### src/rtl/mmio_bridge_pkg.sv
// Shared constants for the MMIO bridge: I/O decode prefix, register offsets, STATUS bit layout.
package mmio_bridge_pkg;

  localparam logic [1:0] IO_PREFIX  = 2'b11;

  localparam logic [3:0] OFF_KBD    = 4'd8;
  localparam logic [3:0] OFF_STATUS = 4'd9;

  localparam int unsigned ST_EMPTY  = 0;
  localparam int unsigned ST_FULL   = 1;
  localparam int unsigned ST_OVF    = 2;
  localparam int unsigned ST_IRQ_EN = 3;
  localparam int unsigned ST_COUNT  = 8;
  localparam int unsigned ST_WIDTH  = 16;

endpackage

### src/rtl/kbd_fifo.sv
// Keyboard scancode FIFO: power-of-two depth, wrapping pointers, sticky overflow.
// A push while full is accepted only when a pop happens in the same cycle.
module kbd_fifo #(
  parameter int unsigned DW    = 8,
  parameter int unsigned DEPTH = 8
) (
  input  logic                     clk,
  input  logic                     reset,
  input  logic                     push,
  input  logic [DW-1:0]            din,
  input  logic                     pop,
  input  logic                     ovf_clr,
  output logic [DW-1:0]            head_c,
  output logic                     empty_c,
  output logic                     full_c,
  output logic [$clog2(DEPTH):0]   count,
  output logic                     ovf
);

  localparam int unsigned PW = $clog2(DEPTH);
  localparam int unsigned CW = PW + 1;

  logic [DW-1:0] mem [DEPTH];
  logic [PW-1:0] wr_ptr;
  logic [PW-1:0] rd_ptr;
  logic          pop_ok;
  logic          push_ok;

  assign empty_c = (count == '0);
  assign full_c  = (count == CW'(DEPTH));
  assign head_c  = mem[rd_ptr];
  assign pop_ok  = pop & ~empty_c;
  assign push_ok = push & (~full_c | pop_ok);

  // Pointer, occupancy and overflow bookkeeping.
  always_ff @(posedge clk) begin
    if (reset) begin
      wr_ptr <= '0;
      rd_ptr <= '0;
      count  <= '0;
      ovf    <= 1'b0;
    end else begin
      if (push_ok) wr_ptr <= wr_ptr + PW'(1);
      if (pop_ok)  rd_ptr <= rd_ptr + PW'(1);
      case ({push_ok, pop_ok})
        2'b10:   count <= count + CW'(1);
        2'b01:   count <= count - CW'(1);
        default: count <= count;
      endcase
      if (push & ~push_ok) ovf <= 1'b1;
      else if (ovf_clr)    ovf <= 1'b0;
    end
  end

  // Storage array; contents need no reset since pointers define validity.
  always_ff @(posedge clk) begin
    if (push_ok) mem[wr_ptr] <= din;
  end

endmodule

### src/rtl/mmio_bridge.sv
// CPU MMIO bridge: BRAM pass-through below the I/O region, output registers,
// keyboard FIFO and STATUS register inside it.
// Optional feature macro: MMIO_BRIDGE_IRQ_EN (keyboard interrupt and writable irq_en).
module mmio_bridge
  import mmio_bridge_pkg::*;
#(
  parameter int unsigned WIDTH      = 16,
  parameter int unsigned ADDR_WIDTH = 10,
  parameter int unsigned N_OUT      = 2,
  parameter int unsigned FIFO_DEPTH = 8
) (
  input  logic                     clk,
  input  logic                     reset,
  input  logic [ADDR_WIDTH-1:0]    cpu_addr,
  input  logic                     cpu_we,
  input  logic                     cpu_re,
  input  logic [WIDTH-1:0]         cpu_wdata,
  output logic [WIDTH-1:0]         cpu_rdata,
  output logic                     mem_we,
  input  logic [WIDTH-1:0]         mem_q,
  input  logic [7:0]               kb_data,
  input  logic                     kb_valid,
  output logic [N_OUT*WIDTH-1:0]   out_regs,
  output logic                     irq
);

  localparam int unsigned CW = $clog2(FIFO_DEPTH) + 1;

  logic             io;
  logic [3:0]       off;
  logic             io_wr;
  logic             io_rd;
  logic             kb_pop;
  logic             st_wr;
  logic [7:0]       kb_head_c;
  logic             kb_empty_c;
  logic             kb_full_c;
  logic [CW-1:0]    kb_count;
  logic             kb_ovf;
  logic             irq_en;
  logic [ST_WIDTH-1:0] status_c;
  logic [WIDTH-1:0] io_rdata_c;
  logic [WIDTH-1:0] io_rdata_q;
  logic             io_sel_q;
  logic             unused_addr;

  assign io          = (cpu_addr[ADDR_WIDTH-1 -: 2] == IO_PREFIX);
  assign off         = cpu_addr[3:0];
  assign unused_addr = ^cpu_addr[ADDR_WIDTH-3:4];
  assign mem_we      = cpu_we & ~io;
  assign io_wr       = cpu_we & io;
  assign io_rd       = cpu_re & io;
  assign kb_pop      = io_rd & (off == OFF_KBD);
  assign st_wr       = io_wr & (off == OFF_STATUS);

  kbd_fifo #(
    .DW    (8),
    .DEPTH (FIFO_DEPTH)
  ) u_kbd_fifo (
    .clk     (clk),
    .reset   (reset),
    .push    (kb_valid),
    .din     (kb_data),
    .pop     (kb_pop),
    .ovf_clr (st_wr),
    .head_c  (kb_head_c),
    .empty_c (kb_empty_c),
    .full_c  (kb_full_c),
    .count   (kb_count),
    .ovf     (kb_ovf)
  );

  // Output channel registers, loaded by I/O writes to offsets 0..N_OUT-1.
  always_ff @(posedge clk) begin
    if (reset) begin
      out_regs <= '0;
    end else begin
      for (int unsigned i = 0; i < N_OUT; i++) begin
        if (io_wr && (off == 4'(i))) out_regs[i*WIDTH +: WIDTH] <= cpu_wdata;
      end
    end
  end

`ifdef MMIO_BRIDGE_IRQ_EN
  // Interrupt enable and registered data-available interrupt.
  always_ff @(posedge clk) begin
    if (reset) begin
      irq_en <= 1'b0;
      irq    <= 1'b0;
    end else begin
      if (st_wr) irq_en <= cpu_wdata[ST_IRQ_EN];
      irq <= irq_en & ~kb_empty_c;
    end
  end
`else
  assign irq_en = 1'b0;
  assign irq    = 1'b0;
`endif

  // STATUS register image.
  always_comb begin
    status_c              = '0;
    status_c[ST_EMPTY]    = kb_empty_c;
    status_c[ST_FULL]     = kb_full_c;
    status_c[ST_OVF]      = kb_ovf;
    status_c[ST_IRQ_EN]   = irq_en;
    status_c[ST_COUNT +: 8] = 8'(kb_count);
  end

  // I/O read mux; uses pre-write register values so same-cycle read-write returns old data.
  always_comb begin
    io_rdata_c = '0;
    for (int unsigned i = 0; i < N_OUT; i++) begin
      if (off == 4'(i)) io_rdata_c = out_regs[i*WIDTH +: WIDTH];
    end
    if (off == OFF_KBD)         io_rdata_c = kb_empty_c ? '0 : WIDTH'(kb_head_c);
    else if (off == OFF_STATUS) io_rdata_c = WIDTH'(status_c);
  end

  // One-cycle read pipeline register for the I/O path and region select.
  always_ff @(posedge clk) begin
    if (reset) begin
      io_sel_q   <= 1'b0;
      io_rdata_q <= '0;
    end else if (cpu_re) begin
      io_sel_q   <= io;
      io_rdata_q <= io ? io_rdata_c : '0;
    end
  end

  assign cpu_rdata = io_sel_q ? io_rdata_q : mem_q;

endmodule

### config.mk
export PLATFORM = sky130hd
export DESIGN_NAME = mmio_bridge
export DESIGN_NICKNAME = d
export VERILOG_FILES = /design/src/rtl/mmio_bridge_pkg.sv /design/src/rtl/kbd_fifo.sv /design/src/rtl/mmio_bridge.sv
export SDC_FILE = /design/constraint.sdc
export NUM_CORES = 1
export LEC_CHECK = 0
export ABC_AREA = 1
export BUFFER_PORTS_ARGS = -buffer_cell sky130_fd_sc_hd__clkbuf_2
export CORE_MARGIN = 2
export CORE_UTILIZATION = 45
export CTS_CLUSTER_SIZE = 40
export DETAILED_ROUTE_END_ITERATION = 16
export PLACE_DENSITY = 0.74
export SLEW_MARGIN = 40
export SYNTH_ARGS = -nofsm -noshare
export SYNTH_HDL_FRONTEND = slang
export SYNTH_SLANG_ARGS = --single-unit
### constraint.sdc
create_clock -name clk -period 2.3 [get_ports clk]
set_input_delay 0.46 -clock clk [delete_from_list [all_inputs] [get_ports clk]]
set_output_delay 0.46 -clock clk [all_outputs]
set_load 0.02 [all_outputs]
Yosys cells after proc, flatten, opt, wreduce, memory -nomap -nowiden
Memory sizes are Yosys's and may differ from the RTL's. A register that Yosys moved wholly into a read port is not among the register bits.
Index checks and enable logic that the tools add are counted.
{"block": "word_totals", "mem_bits_rw": 64, "output_inout_bits": 50, "romBits": 0, "latch_bits": 0, "wordCells": 53, "memories": 1, "in_bits": 55, "register_bits": 60}
{"block": "classes", "n_reduce_logical": 6, "n_lt_le_gt_ge": 0, "div": 0, "n_eq_ne": 7, "mul": 0, "mux": 14, "n_addsub": 4, "shift": 0, "bitwise": 13}
{"name": "u_kbd_fifo.mem", "words": 8, "width": 8, "rd": 1, "rd_clocked_by_memory_dff": 1, "write_ports": 1, "line": "kbd_fifo.sv:23", "rtl": "logic [DW-1:0] mem [DEPTH];"}
{"operator": "$mux W16", "count": 6}
{"operator": "$eq A4 B4 Y1 const B", "count": 3}
{"operator": "$and A1 B1 Y1", "count": 8}
{"operator": "$logic_not A4 Y1", "count": 2}
{"operator": "$mux W8", "count": 1}
{"operator": "$pmux W4 S2", "count": 1}
{"operator": "$add A3 B1 Y3 const B", "count": 2}
{"operator": "$mux W3", "count": 2}
{"operator": "$add A4 B1 Y4 const B", "count": 1}
{"operator": "$eq A2 B2 Y1 const B", "count": 2}
{"operator": "$eq A4 B1 Y1 const B", "count": 1}
{"operator": "$mux W1", "count": 4}
{"operator": "$not A1 Y1", "count": 4}
{"operator": "$reduce_bool A2 Y1", "count": 2}
{"operator": "$sub A4 B1 Y4 const B", "count": 1}
{"operator": "$eq A2 B1 Y1 const B", "count": 1}
{"operator": "$logic_and A1 B1 Y1", "count": 2}
{"operator": "$or A1 B1 Y1", "count": 1}

Depth between registers and ports, before layout
Gate-level depths: netlist of run 1.
{"block": "depth", "ltp_word": 9, "mapped_depth": 15, "ltp_nobuf": 15}

Hierarchy
A second synthesis of run 1 with hierarchy kept.
{"block": "unflattened", "hier_cells": 594, "area_unflattened_um2": 5805.6}
{"mod": "kbd_fifo", "area_each_um2": 3226.8, "cells_per_inst": 280, "seq_area_each_um2": 2202.1, "instances": 1}
{"mod": "mmio_bridge", "area_each_um2": 2578.7, "cells_per_inst": 314, "seq_area_each_um2": 980.9, "instances": 1}

Worst setup path after synthesis of run 1
Ideal clock, no wire load.
{"block": "synth_timing", "path_kind": "in2reg", "start": "input cpu_re", "end": "register u_kbd_fifo.count[2]", "n_path_buf": 0, "setup_slack_ns": 0.106, "arrival_time_ns": 2.078, "path_stages": 14, "setup_ns": 0.115, "t_required_ns": 2.185, "path_cell_list": "inv_2 -> nor2_1 -> inv_1 -> nor2_4 -> nand2_1 -> nand2_1 -> nand2_2 -> ha_1 -> xor2_1 -> ha_1 -> a21oi_1 -> xnor2_1 -> o21ai_0 -> inv_1"}
{"block": "synth_between", "elab_chain_cells": 7, "elab_cells_between_ends": 9, "classes_between": "2 x eq/ne; 1 x mux; 5 x bitwise; 1 x reduce/logical"}
{"element": "start: declaration", "line": "mmio_bridge.sv:16", "rtl": "input logic cpu_re,"}
{"element": "$and A1 B1 Y1 (*)", "line": "mmio_bridge.sv:52", "rtl": "assign io_rd = cpu_re & io;"}
{"element": "$and A1 B1 Y1 (*)", "line": "mmio_bridge.sv:53", "rtl": "assign kb_pop = io_rd & (off == OFF_KBD);"}
{"element": "$and A1 B1 Y1 (*)", "line": "kbd_fifo.sv:32", "rtl": "assign pop_ok = pop & ~empty_c;"}
{"element": "$or A1 B1 Y1", "line": "kbd_fifo.sv:33", "rtl": "assign push_ok = push & (~full_c | pop_ok);"}
{"element": "$and A1 B1 Y1", "line": "kbd_fifo.sv:33"}
{"element": "$eq A2 B1 Y1 or $eq A2 B2 Y1 (tied branches)", "line": "kbd_fifo.sv:45", "rtl": "case ({push_ok, pop_ok})"}
{"element": "$pmux W4 S2 or $reduce_bool A2 Y1 (tied branches)"}
{"element": "end signal: assignment", "line": "kbd_fifo.sv:46", "rtl": "2'b10: count <= count + CW'(1);"}
{"element": "end signal: assignment", "line": "kbd_fifo.sv:47", "rtl": "2'b01: count <= count - CW'(1);"}
{"element": "end signal: assignment", "line": "kbd_fifo.sv:48", "rtl": "default: count <= count;"}
{"element": "end: declaration", "line": "kbd_fifo.sv:16", "rtl": "output logic [$clog2(DEPTH):0] count,"}
Mark *: on every way between the ends. The rest lies on a longest branch, timed or not.
A chain may end at the register's enable or synchronous reset.

Final worst setup path of run 1
{"block": "layout_timing", "start": "register io_sel_q", "end": "output cpu_rdata[5]"}
{"block": "layout_between", "elab_chain_cells": 1}
{"element": "start: declaration", "line": "mmio_bridge.sv:44", "rtl": "logic io_sel_q;"}
{"element": "start signal: assignment", "line": "mmio_bridge.sv:126", "rtl": "io_sel_q <= io;"}
{"element": "$mux W16", "line": "mmio_bridge.sv:131", "rtl": "assign cpu_rdata = io_sel_q ? io_rdata_q : mem_q;"}
{"element": "end: declaration", "line": "mmio_bridge.sv:18", "rtl": "output logic [WIDTH-1:0] cpu_rdata,"}
Every way passes these cells.

==> flow_metrics.tcl, run 1 <==
set metrics [dict create \
    outcome "finished clean" \
    drt_wl_total_um 13400 \
    whs_path_depth 3 \
    timing.setup.tns_ns 0 \
    critical_path.startpoint_type "register" \
    power.ir.vdd_worst_mv 0.327 \
    layout_skew_ns 0.0103 \
    timing.hold.worst.class "in -> reg" \
    cellPowerDensity_mw_per_mm2 771 \
    placeableCoreArea_mm2 0.0125 \
    buffer_cell_driving_the_clock_tree_root "sky130_fd_sc_hd__clkbuf_16" \
    cts_made_buffers 17 \
    period_share 0.924 \
    globalRouteMet3Util 0.0457 \
    critPathArrivalTime_ns 1.66 \
    timing.critical_path.fanout_max 9 \
    min-delay-start "cpu_wdata[5]" \
    areaGrowthSynthToFinish_pct 24.3 \
    worst_r2r_endpoint "u_kbd_fifo.count[3]$_SDFFE_PP0P_" \
    comb_power_share 0.065 \
    drt-wirelength-per-cell_um 14.1 \
    overall_routing_resource_usage 0.205 \
    die_y_um 117 \
    cellInternalPower_w 0.00429 \
    grt_pass1_vias 4199 \
    vias 4648 \
    top_usage_layer "met2" \
    drive_gt1_frac 0.256 \
    cts.sinks 127 \
    worstPathRequired_ns 1.84 \
    power.switching_w 0.00119 \
    rows 41 \
    num_antenna_cells 0 \
    syn_inst 649 \
    globalRouteMet2Util 0.315 \
    power.clock.fraction 0.490 \
    fraction_of_synthesized_cell_area_taken_by_the_top_area_cell_type 0.336 \
    power.share.switching 0.217 \
    hold_slack_ns 0.289 \
    p_total_w 0.00548 \
    yosys_warnings 0 \
    synth_area_per_inst_um2 8.81 \
    layout_min_cycle_time_ns 2.12 \
    synth_sequential_area_ratio 0.557 \
    endpoint_kind "primary output" \
    pin_count_of_the_biggest_net_entering_global_routing 33 \
    cts-hold-fix-buffers 0 \
    dieWidth_um 117 \
    finalNetCount 827 \
    maxSlewViolCount 0 \
    drt-initial-drc-count 406 \
    setup_viol 0 \
    io-pin-count 105 \
    setup_slack_of_the_most_critical_reg_to_reg_path_ns 0.26 \
    met1_track_demand_over_resource 0.289 \
    antenna_found_initial 1 \
    ctsLongestPathBuffers 2 \
    place.gp.congestion 0.872 \
    first_pass_iters 5 \
    final_antenna_net_count 0 \
    tritoncts_clock_tree "done" \
    drv.max_cap_violation_count 0 \
    drc_errors 0 \
    path_class "reg -> out" \
    final_cell_mix "176 x sky130_fd_sc_hd__nand2_1, 99 x sky130_fd_sc_hd__clkbuf_2, 67 x sky130_fd_sc_hd__nor2_1, 64 x sky130_fd_sc_hd__edfxtp_1, 62 x sky130_fd_sc_hd__dfxtp_1" \
    synth_fp_nets 709 \
    synth.cell_area_mm2 0.00572 \
    power.static_leakage_nw 3.09 \
    rr_worst_depth 12 \
    level_count_of_the_clock_h_tree 4 \
    initial_core_util 0.457 \
    path_clk_slew_ns 0.06 \
    port_buffers 99 \
    r2r_start "u_kbd_fifo.count[0]$_SDFFE_PP0P_" \
    grt_first_pass_wirelength_um 21100 \
    hpwlAfterDp_um 9290 \
    unrepaired_setup_endpoints_after_global_routing "false" \
    final_common_cell "sky130_fd_sc_hd__nand2_1" \
    power.share.sequential 0.446 \
    cts_post_setup_buffers_inserted 0 \
    min_delay_worst_endpoint "out_regs[5]$_SDFFE_PP0P_" \
    grt_overflow 0 \
    ys_ff_latch 127 \
    timing.fmax_ghz 0.471 \
    post_drt_via_cell_ratio 4.88 \
    unique_cell_type_count_in_the_yosys_netlist 39 \
    die_area_mm2 0.0136 \
    synth.area.top_cells "sky130_fd_sc_hd__edfxtp_1 34%, sky130_fd_sc_hd__dfxtp_1 22%, sky130_fd_sc_hd__nand2_1 12%" \
    timing_hold_violations_final 0 \
    yosys.area.top_type "sky130_fd_sc_hd__edfxtp_1" \
    clkLatencyLatePin_ns 0.41 \
]
## layout make-up
class / count / area, um^2
multi-input combinational: 434 / 2150
clock buffer: 24 / 538
timing repair buffer: 127 / 718
fill: 1116 / 5410
clock inverter: 8 / 73.8
tap: 172 / 215
sequential: 127 / 3180
inverter: 60 / 226
## cell families (layout without fill, tap and decap cells)
group                    after synthesis  in the layout  synth area share
XOR/XNOR                               3              3           0.00460
multiplexers                          16             16            0.0315
buffers and inverters                 88            219            0.0668
AND/OR/NAND/NOR                      303            303             0.230
AO/OA/AOI/OAI                        106            106            0.0987
adder cells (fa/ha/maj)                5              5            0.0109
other                                  1              1          0.000656
flip-flops                           127            127             0.557
## registers in the layout, indices dropped and copies added (netlist names), named ones only
name / count
u_kbd_fifo.mem: 64
out_regs: 32
io_rdata_q: 16
u_kbd_fifo.count: 4
u_kbd_fifo.rd_ptr: 3
u_kbd_fifo.wr_ptr: 3
io_sel_q: 1
u_kbd_fifo.ovf: 1
## worst max-delay path, cell delays in order (launching register included)
cell and delay [ns]:
sky130_fd_sc_hd__dfxtp_1 0.52, sky130_fd_sc_hd__buf_4 0.24, sky130_fd_sc_hd__mux2_2 0.34, sky130_fd_sc_hd__clkbuf_2 0.16
## synth_stat cells, drive strengths merged
cell and instances:
conb 1, a21boi 1, mux2 16, and2 1, clkinv 1, inv 59, a21oi 45, xor2 2
dfxtp 63, nand2b 1, nor3 1, a32o 3, nand4 3, nor2 73, ha 5, o2111ai 1
edfxtp 64, nor4 1, o21ai 55, nand2 181, clkbuf 11, buf 17, nand3 41, o22ai 1
nand3b 1, xnor2 1
## power by group through the flow
stage / clock network (W) / registers (W) / logic, W
6_report: 0.00268 / 0.00244 / 0.000355
5_1_grt: 0.00284 / 0.00244 / 0.000393
4_1_cts: 0.00271 / 0.00244 / 0.000356
3_5_place_dp: 0 / 0.00249 / 0.000352
3_3_place_gp: 0 / 0.00249 / 0.000348
2_1_floorplan: 0 / 0.00249 / 0.000196
## per-layer routing
metal,wire [um],up-vias
met1,6050,2122
li1,-,2376
met5,7,-
met3,718,23
met2,6370,125
met4,243,2
## metrics by stage
step	cells	utilization	cell area (um^2)	setup slack, ns
after floorplan	649	-	5720	0.106
after global placement	920	0.519	6490	-0.00208
after detailed placement	920	0.519	6490	-0.0235
after CTS	952	0.568	7110	0.137
after global routing	952	0.568	7110	0.0139
final	952	0.568	7110	0.176
## worst max path at each step
| stage | from | end | slack, ns | cells past startpoint |
|---|---|---|---|---|
| final | io_sel_q$_SDFFE_PP0P_ | cpu_rdata[5] | 0.18 | 3 |
| after global routing | u_kbd_fifo.count[0]$_SDFFE_PP0P_ | u_kbd_fifo.count[2]$_SDFFE_PP0P_ | 0.01 | 12 |
| after CTS | io_sel_q$_SDFFE_PP0P_ | cpu_rdata[5] | 0.14 | 3 |
| after detailed placement | cpu_addr[8] | u_kbd_fifo.count[2]$_SDFFE_PP0P_ | -0.02 | 15 |
| after global placement | cpu_addr[8] | u_kbd_fifo.count[2]$_SDFFE_PP0P_ | -0.002 | 15 |
| after floorplan | cpu_re | u_kbd_fifo.count[2]$_SDFFE_PP0P_ | 0.11 | 14 |
## timing repair
action                                  CTS  global route
endpoints found under the setup margin    0             1
endpoints found under the hold margin     0             0
gates resized for setup                   0             1
(Power assumes the default switching activity.)
==> run 2: changes to the inputs <==
--- a/config.mk
+++ b/config.mk
@@ -7,12 +7,13 @@
 export LEC_CHECK = 0
 export ABC_AREA = 1
 export BUFFER_PORTS_ARGS = -buffer_cell sky130_fd_sc_hd__clkbuf_2
+export CORE_ASPECT_RATIO = 1.5
 export CORE_MARGIN = 2
 export CORE_UTILIZATION = 45
 export CTS_CLUSTER_SIZE = 40
 export DETAILED_ROUTE_END_ITERATION = 16
 export PLACE_DENSITY = 0.74
-export SLEW_MARGIN = 40
 export SYNTH_ARGS = -nofsm -noshare
 export SYNTH_HDL_FRONTEND = slang
+export SYNTH_HIERARCHICAL = 1
 export SYNTH_SLANG_ARGS = --single-unit
==> flow_metrics.tcl, run 2 <==
set metrics [dict create \
    rows 50 \
    hpwlAfterDp_um 9760 \
    unrepaired_setup_endpoints_after_global_routing "false" \
    synth.most_common_cell "sky130_fd_sc_hd__nand2_1" \
    drv.max_cap_violation_count 0 \
    cts_made_buffers 17 \
    layout_min_cycle_time_ns 2.16 \
    whs_path_depth 2 \
    cellInternalPower_w 0.00420 \
    num_antenna_cells 0 \
    top_regs "u_kbd_fifo/mem (64), out_regs (32), io_rdata_q (16)" \
    worstPathCellList "nor2_2 > nand3_1 > nand2_1 > inv_2 > ha_1 > nor2_1 > nor2_2 > ha_1 > a21oi_2 > xnor2_1 > o21ai_0 > inv_1" \
    synth_edf_count 64 \
    dieWidth_um 96.7 \
    rr_worst_depth 12 \
    hold_slack_ns 0.282 \
    yosys_warnings 6 \
    drt_wl_total_um 13800 \
    power.clock.fraction 0.474 \
    final_antenna_net_count 0 \
    ctsLongestPathBuffers 2 \
    areaGrowthSynthToFinish_pct 23.9 \
    timing.hold.worst.class "in -> reg" \
    yosys.area.top_type "sky130_fd_sc_hd__edfxtp_1" \
    drt-initial-drc-count 197 \
    timing.setup.tns_ns 0 \
    cts_post_setup_buffers_inserted 0 \
    endpoint_kind "register" \
    layout_skew_ns 0.00609 \
    post_drt_via_cell_ratio 5.33 \
    worstPathRequired_ns 2.60 \
    timing.critical_path.fanout_max 6 \
    tritoncts_clock_tree "done" \
    ys_ff_latch 127 \
    unique_cell_type_count_in_the_yosys_netlist 33 \
    timing_hold_violations_final 0 \
    path_clk_slew_ns 0.06 \
    critPathArrivalTime_ns 2.46 \
    setup_viol 0 \
    grt_first_pass_wirelength_um 22500 \
    drive_gt1_frac 0.324 \
    critical_path.startpoint_type "register" \
    power.switching_w 0.00133 \
    final_common_cell "sky130_fd_sc_hd__clkbuf_2" \
    comb_power_share 0.080 \
    period_share 0.938 \
    die_area_mm2 0.0138 \
    port_buffers 99 \
    yosys_most_used_dff "sky130_fd_sc_hd__edfxtp_1" \
    power.static_leakage_nw 2.90 \
    synthTopCellsByCount "84 x sky130_fd_sc_hd__nand2_1, 78 x sky130_fd_sc_hd__nor2_1, 65 x sky130_fd_sc_hd__nand3_1" \
    vias 4672 \
    clkLatencyLatePin_ns 0.42 \
    flip_flop_count_of_the_largest_register_after_layout 64 \
    synth.cell_area_mm2 0.00581 \
    antenna_found_initial 0 \
    final_cell_mix "99 x sky130_fd_sc_hd__clkbuf_2, 84 x sky130_fd_sc_hd__nand2_1, 78 x sky130_fd_sc_hd__nor2_1, 65 x sky130_fd_sc_hd__nand3_1, 64 x sky130_fd_sc_hd__edfxtp_1" \
    buffer_cell_driving_the_clock_tree_root "sky130_fd_sc_hd__clkbuf_16" \
    maxSlewViolCount 0 \
    synth_area_per_inst_um2 9.77 \
    drc_errors 0 \
    overall_routing_resource_usage 0.206 \
    synth_sequential_area_ratio 0.548 \
    cts-hold-fix-buffers 0 \
    level_count_of_the_clock_h_tree 4 \
    cellPowerDensity_mw_per_mm2 769 \
    place.gp.congestion 0.784 \
    initial_core_util 0.464 \
    io-pin-count 105 \
    synth_fp_nets 654 \
    outcome "finished clean" \
    grt_overflow 0 \
    pin_count_of_the_biggest_net_entering_global_routing 55 \
    path_class "reg -> reg" \
    syn_inst 594 \
    fraction_of_synthesized_cell_area_taken_by_the_top_area_cell_type 0.331 \
    postCtsResizedCells 0 \
    registers.top_by_ff_count "u_kbd_fifo/mem" \
    slowest_stage "sky130_fd_sc_hd__dfxtp_1" \
    grt_pass1_vias 4560 \
    finalNetCount 768 \
    die_y_um 143 \
    timing.fmax_ghz 0.464 \
    cts.sinks 127 \
    worst_path_largest_cell_delay_ns 0.38 \
    drt-wirelength-per-cell_um 15.7 \
    power.ir.vdd_worst_mv 0.476 \
    layout.filler_cells 1080 \
    power.share.sequential 0.446 \
    power.share.switching 0.241 \
    placeableCoreArea_mm2 0.0125 \
    first_pass_iters 5 \
    synth.area.top_cells "sky130_fd_sc_hd__edfxtp_1 33%, sky130_fd_sc_hd__dfxtp_1 22%, sky130_fd_sc_hd__a211oi_2 6.0%" \
    synth-async-reset-ratio 0 \
]
[run 2: changes by cell type after synthesis, moves of 17 or more]
cell,previous run,this run
sky130_fd_sc_hd__a21oi_1,44,25
sky130_fd_sc_hd__o21ai_0,48,23
sky130_fd_sc_hd__a211oi_2,0,28
sky130_fd_sc_hd__inv_1,54,37
sky130_fd_sc_hd__nand2_1,176,84
sky130_fd_sc_hd__nand3_1,40,65
[run 2: final timing paths]
check	slack, ns	startpoint	endpoint
worst min-delay path	0.28	reset	u_kbd_fifo/wr_ptr[0]$_SDFFE_PP0P_
worst max register to register	0.14	u_kbd_fifo/count[0]$_SDFFE_PP0P_	u_kbd_fifo/count[2]$_SDFFE_PP0P_
worst min register to register	0.47	io_rdata_q[2]$_SDFFE_PP0P_	io_rdata_q[2]$_SDFFE_PP0P_
worst max-delay path	0.14	u_kbd_fifo/count[0]$_SDFFE_PP0P_	u_kbd_fifo/count[2]$_SDFFE_PP0P_
[run 2: final cells by class]
type,count,area (um^2),share of cell area
sequential,127,3180,0.443
inverter,43,161,0.0224
clock buffer,17,425,0.0591
tap,156,195,0.0271
clock inverter,14,159,0.0221
multi-input combinational,394,2300,0.320
timing repair buffer,125,766,0.106
[run 2: critical path, delay by kind of cell, from the launching register on]
kind | cells | cell delay [ns]
AND/OR/NAND/NOR | 5 | 0.65
adder cells (fa/ha/maj) | 2 | 0.43
flip-flops | 1 | 0.38
AO/OA/AOI/OAI | 2 | 0.34
buffers and inverters | 2 | 0.12
XOR/XNOR | 1 | 0.12
[run 2: cell families after synthesis]
family | Yosys count | synth area share
simple gates | 251 | 0.198
buf+inv | 73 | 0.0556
compound gates | 109 | 0.136
other cells | 1 | 0.000646
mux | 24 | 0.0448
xor+xnor | 4 | 0.00604
fa+ha+maj | 5 | 0.0108
flops | 127 | 0.548
[run 2: through the flow]
| step | total power [W] | std cells | area, um^2 | setup slack [ns] | utilization |
|---|---|---|---|---|---|
| floorplan | 0.00277 | 594 | 5810 | 0.0748 | - |
| global placement | 0.00294 | 845 | 6610 | 0.0519 | 0.528 |
| detailed placement | 0.00295 | 845 | 6610 | -0.0523 | 0.528 |
| CTS | 0.00558 | 876 | 7190 | 0.123 | 0.575 |
| global route | 0.00574 | 876 | 7190 | 0.0124 | 0.575 |
| finish | 0.00553 | 876 | 7190 | 0.143 | 0.575 |
[run 2: per-layer routing]
layer  track usage  up-vias  part of all wire
li1              -     2284                 -
met1         0.224     2185              0.39
met2         0.368      169              0.53
met3        0.0529       34             0.052
met4         0.107        0             0.034
met5             0        -                 0
[run 2: power groups by stage]
stage | registers (W) | logic [W] | clock network, W
CTS | 0.00246 | 0.000444 | 0.00267
detailed placement | 0.00251 | 0.000440 | 0
global placement | 0.00251 | 0.000428 | 0
finish | 0.00247 | 0.000445 | 0.00262
floorplan | 0.00251 | 0.000264 | 0
global route | 0.00247 | 0.000490 | 0.00278
==> run 3: changes to the inputs <==
--- a/config.mk
+++ b/config.mk
@@ -15,5 +15,4 @@
 export PLACE_DENSITY = 0.74
 export SYNTH_ARGS = -nofsm -noshare
 export SYNTH_HDL_FRONTEND = slang
-export SYNTH_HIERARCHICAL = 1
 export SYNTH_SLANG_ARGS = --single-unit
==> flow_metrics.tcl, run 3 (synthesis results as in run 1) <==
set metrics [dict create \
    outcome "finished clean" \
    cts.sinks 127 \
    rows 50 \
    areaGrowthSynthToFinish_pct 23.7 \
    level_count_of_the_clock_h_tree 4 \
    endpoint_kind "register" \
    globalRouteMet2Util 0.372 \
    drc_errors 0 \
    timing_hold_violations_final 0 \
    critical_path.startpoint_type "register" \
    setup_viol 0 \
    initial_core_util 0.459 \
    io-pin-count 105 \
    die_area_mm2 0.0136 \
    grt_first_pass_wirelength_um 22400 \
    antenna_found_initial 0 \
    die_y_um 142 \
    period_share 0.913 \
    grt_overflow 0 \
    top_regs "u_kbd_fifo.mem (64), out_regs (32), io_rdata_q (16)" \
    timing.hold.worst.class "in -> reg" \
    post_drt_via_cell_ratio 5.13 \
    critPathArrivalTime_ns 2.44 \
    drt_wl_total_um 14100 \
    worstPathRequired_ns 2.64 \
    ctsLongestPathBuffers 2 \
    globalRouteMet3Util 0.0604 \
    maxSlewViolCount 0 \
    cellPowerDensity_mw_per_mm2 760 \
    placeableCoreArea_mm2 0.0124 \
    layout_skew_ns 0.00670 \
    p_total_w 0.00537 \
    drt-wirelength-per-cell_um 15.0 \
    vias 4809 \
    hpwlAfterDp_um 9850 \
    cts_made_buffers 17 \
    final_antenna_net_count 0 \
    finalNetCount 829 \
    timing.fmax_ghz 0.476 \
    path_clk_slew_ns 0.05 \
    power.ir.vdd_worst_mv 0.555 \
    overall_routing_resource_usage 0.215 \
    port_buffers 99 \
    grt_pass1_vias 4611 \
    layout_min_cycle_time_ns 2.10 \
    timing.critical_path.fanout_max 4 \
    num_antenna_cells 0 \
    unrepaired_setup_endpoints_after_global_routing "false" \
    power.static_leakage_nw 3.07 \
    met1_track_demand_over_resource 0.254 \
    buffer_cell_driving_the_clock_tree_root "sky130_fd_sc_hd__clkbuf_16" \
    hold_slack_ns 0.287 \
    cts_post_setup_buffers_inserted 0 \
    tritoncts_clock_tree "done" \
    registers.top_by_ff_count "u_kbd_fifo.mem" \
    place.gp.congestion 0.828 \
    drive_gt1_frac 0.261 \
    final_cell_mix "176 x sky130_fd_sc_hd__nand2_1, 99 x sky130_fd_sc_hd__clkbuf_2, 67 x sky130_fd_sc_hd__nor2_1, 64 x sky130_fd_sc_hd__edfxtp_1, 61 x sky130_fd_sc_hd__dfxtp_1" \
    final_common_cell "sky130_fd_sc_hd__nand2_1" \
    path_class "reg -> reg" \
    pin_count_of_the_biggest_net_entering_global_routing 38 \
    flip_flop_count_of_the_largest_register_after_layout 64 \
    drt-initial-drc-count 285 \
    layout.cell_area.non_filler_mm2 0.00707 \
    dieWidth_um 96.0 \
    dpl-instance-area_mm2 0.00648 \
    top_usage_layer "met2" \
    first_pass_iters 5 \
    clkLatencyLatePin_ns 0.41 \
    drv.max_cap_violation_count 0 \
]
==> run 3: cell count changes in the layout (fill, tap and decap cells not counted), moves of 16 or more <==
cell and change:
sky130_fd_sc_hd__o21ai_0 +25, sky130_fd_sc_hd__a21oi_1 +20, sky130_fd_sc_hd__inv_1 +16, sky130_fd_sc_hd__nand3_1 -25, sky130_fd_sc_hd__a211oi_2 -28, sky130_fd_sc_hd__nand2_1 +92
==> run 3: final timing paths <==
path                                          from                                to  slack (ns)  cells after the start
hold / removal                        cpu_wdata[4]          out_regs[4]$_SDFFE_PP0P_        0.29                      3
setup reg to reg  u_kbd_fifo.count[2]$_SDFFE_PP0P_  u_kbd_fifo.count[3]$_SDFFE_PP0P_        0.20                     14
setup / recovery  u_kbd_fifo.count[2]$_SDFFE_PP0P_  u_kbd_fifo.count[3]$_SDFFE_PP0P_        0.20                     14
hold reg to reg          out_regs[24]$_SDFFE_PP0P_         out_regs[24]$_SDFFE_PP0P_        0.47                      2
==> run 3: power by group <==
part | switching, W | internal (W)
Clock | 0.000939 | 0.00163
Sequential | 0.0000223 | 0.00242
Combinational | 0.000224 | 0.000134
==> run 3: layer usage <==
layer  share of wire  up-vias
li1                -     2377
met1            0.39     2215
met2            0.52      193
met3           0.075       24
met4           0.019        0
met5               0        -
==> run 3: final cells by class <==
cell class | instances | area (um^2)
inverter | 60 | 226
sequential | 127 | 3190
timing repair buffer | 129 | 721
tap | 156 | 195
fill | 1104 | 5380
clock inverter | 9 | 81.3
multi-input combinational | 434 | 2160
clock buffer | 23 | 499
==> run 3: critical path, cell delays in order, from the launching register on <==
cell and delay (ns):
sky130_fd_sc_hd__dfxtp_2 0.35, sky130_fd_sc_hd__inv_1 0.14, sky130_fd_sc_hd__nand4_2 0.14, sky130_fd_sc_hd__nand2_1 0.14
sky130_fd_sc_hd__nand2_1 0.08, sky130_fd_sc_hd__nand2_2 0.08, sky130_fd_sc_hd__ha_2 0.23, sky130_fd_sc_hd__xor2_1 0.20
sky130_fd_sc_hd__buf_4 0.15, sky130_fd_sc_hd__nand3_1 0.06, sky130_fd_sc_hd__a21oi_1 0.15, sky130_fd_sc_hd__nand2_1 0.11
sky130_fd_sc_hd__nand2_1 0.07, sky130_fd_sc_hd__nand2_1 0.04, sky130_fd_sc_hd__nor2_1 0.08
==> run 3: per-stage QoR <==
step / std cells / utilization / TNS, ns / setup WS [ns]
after floorplan: 649 / - / 0 / 0.106
after global routing: 938 / 0.568 / 0 / 0.0346
after CTS: 938 / 0.567 / 0 / 0.208
after global placement: 906 / 0.520 / -0.0108 / -0.0108
final: 938 / 0.568 / 0 / 0.201
after detailed placement: 906 / 0.520 / -0.0919 / -0.0651
==> run 3: repair_timing <==
item / in CTS / in global routing
endpoints found under the setup margin: 0 / 1
gates resized for setup: 0 / 5
hold buffers: 0 / 0
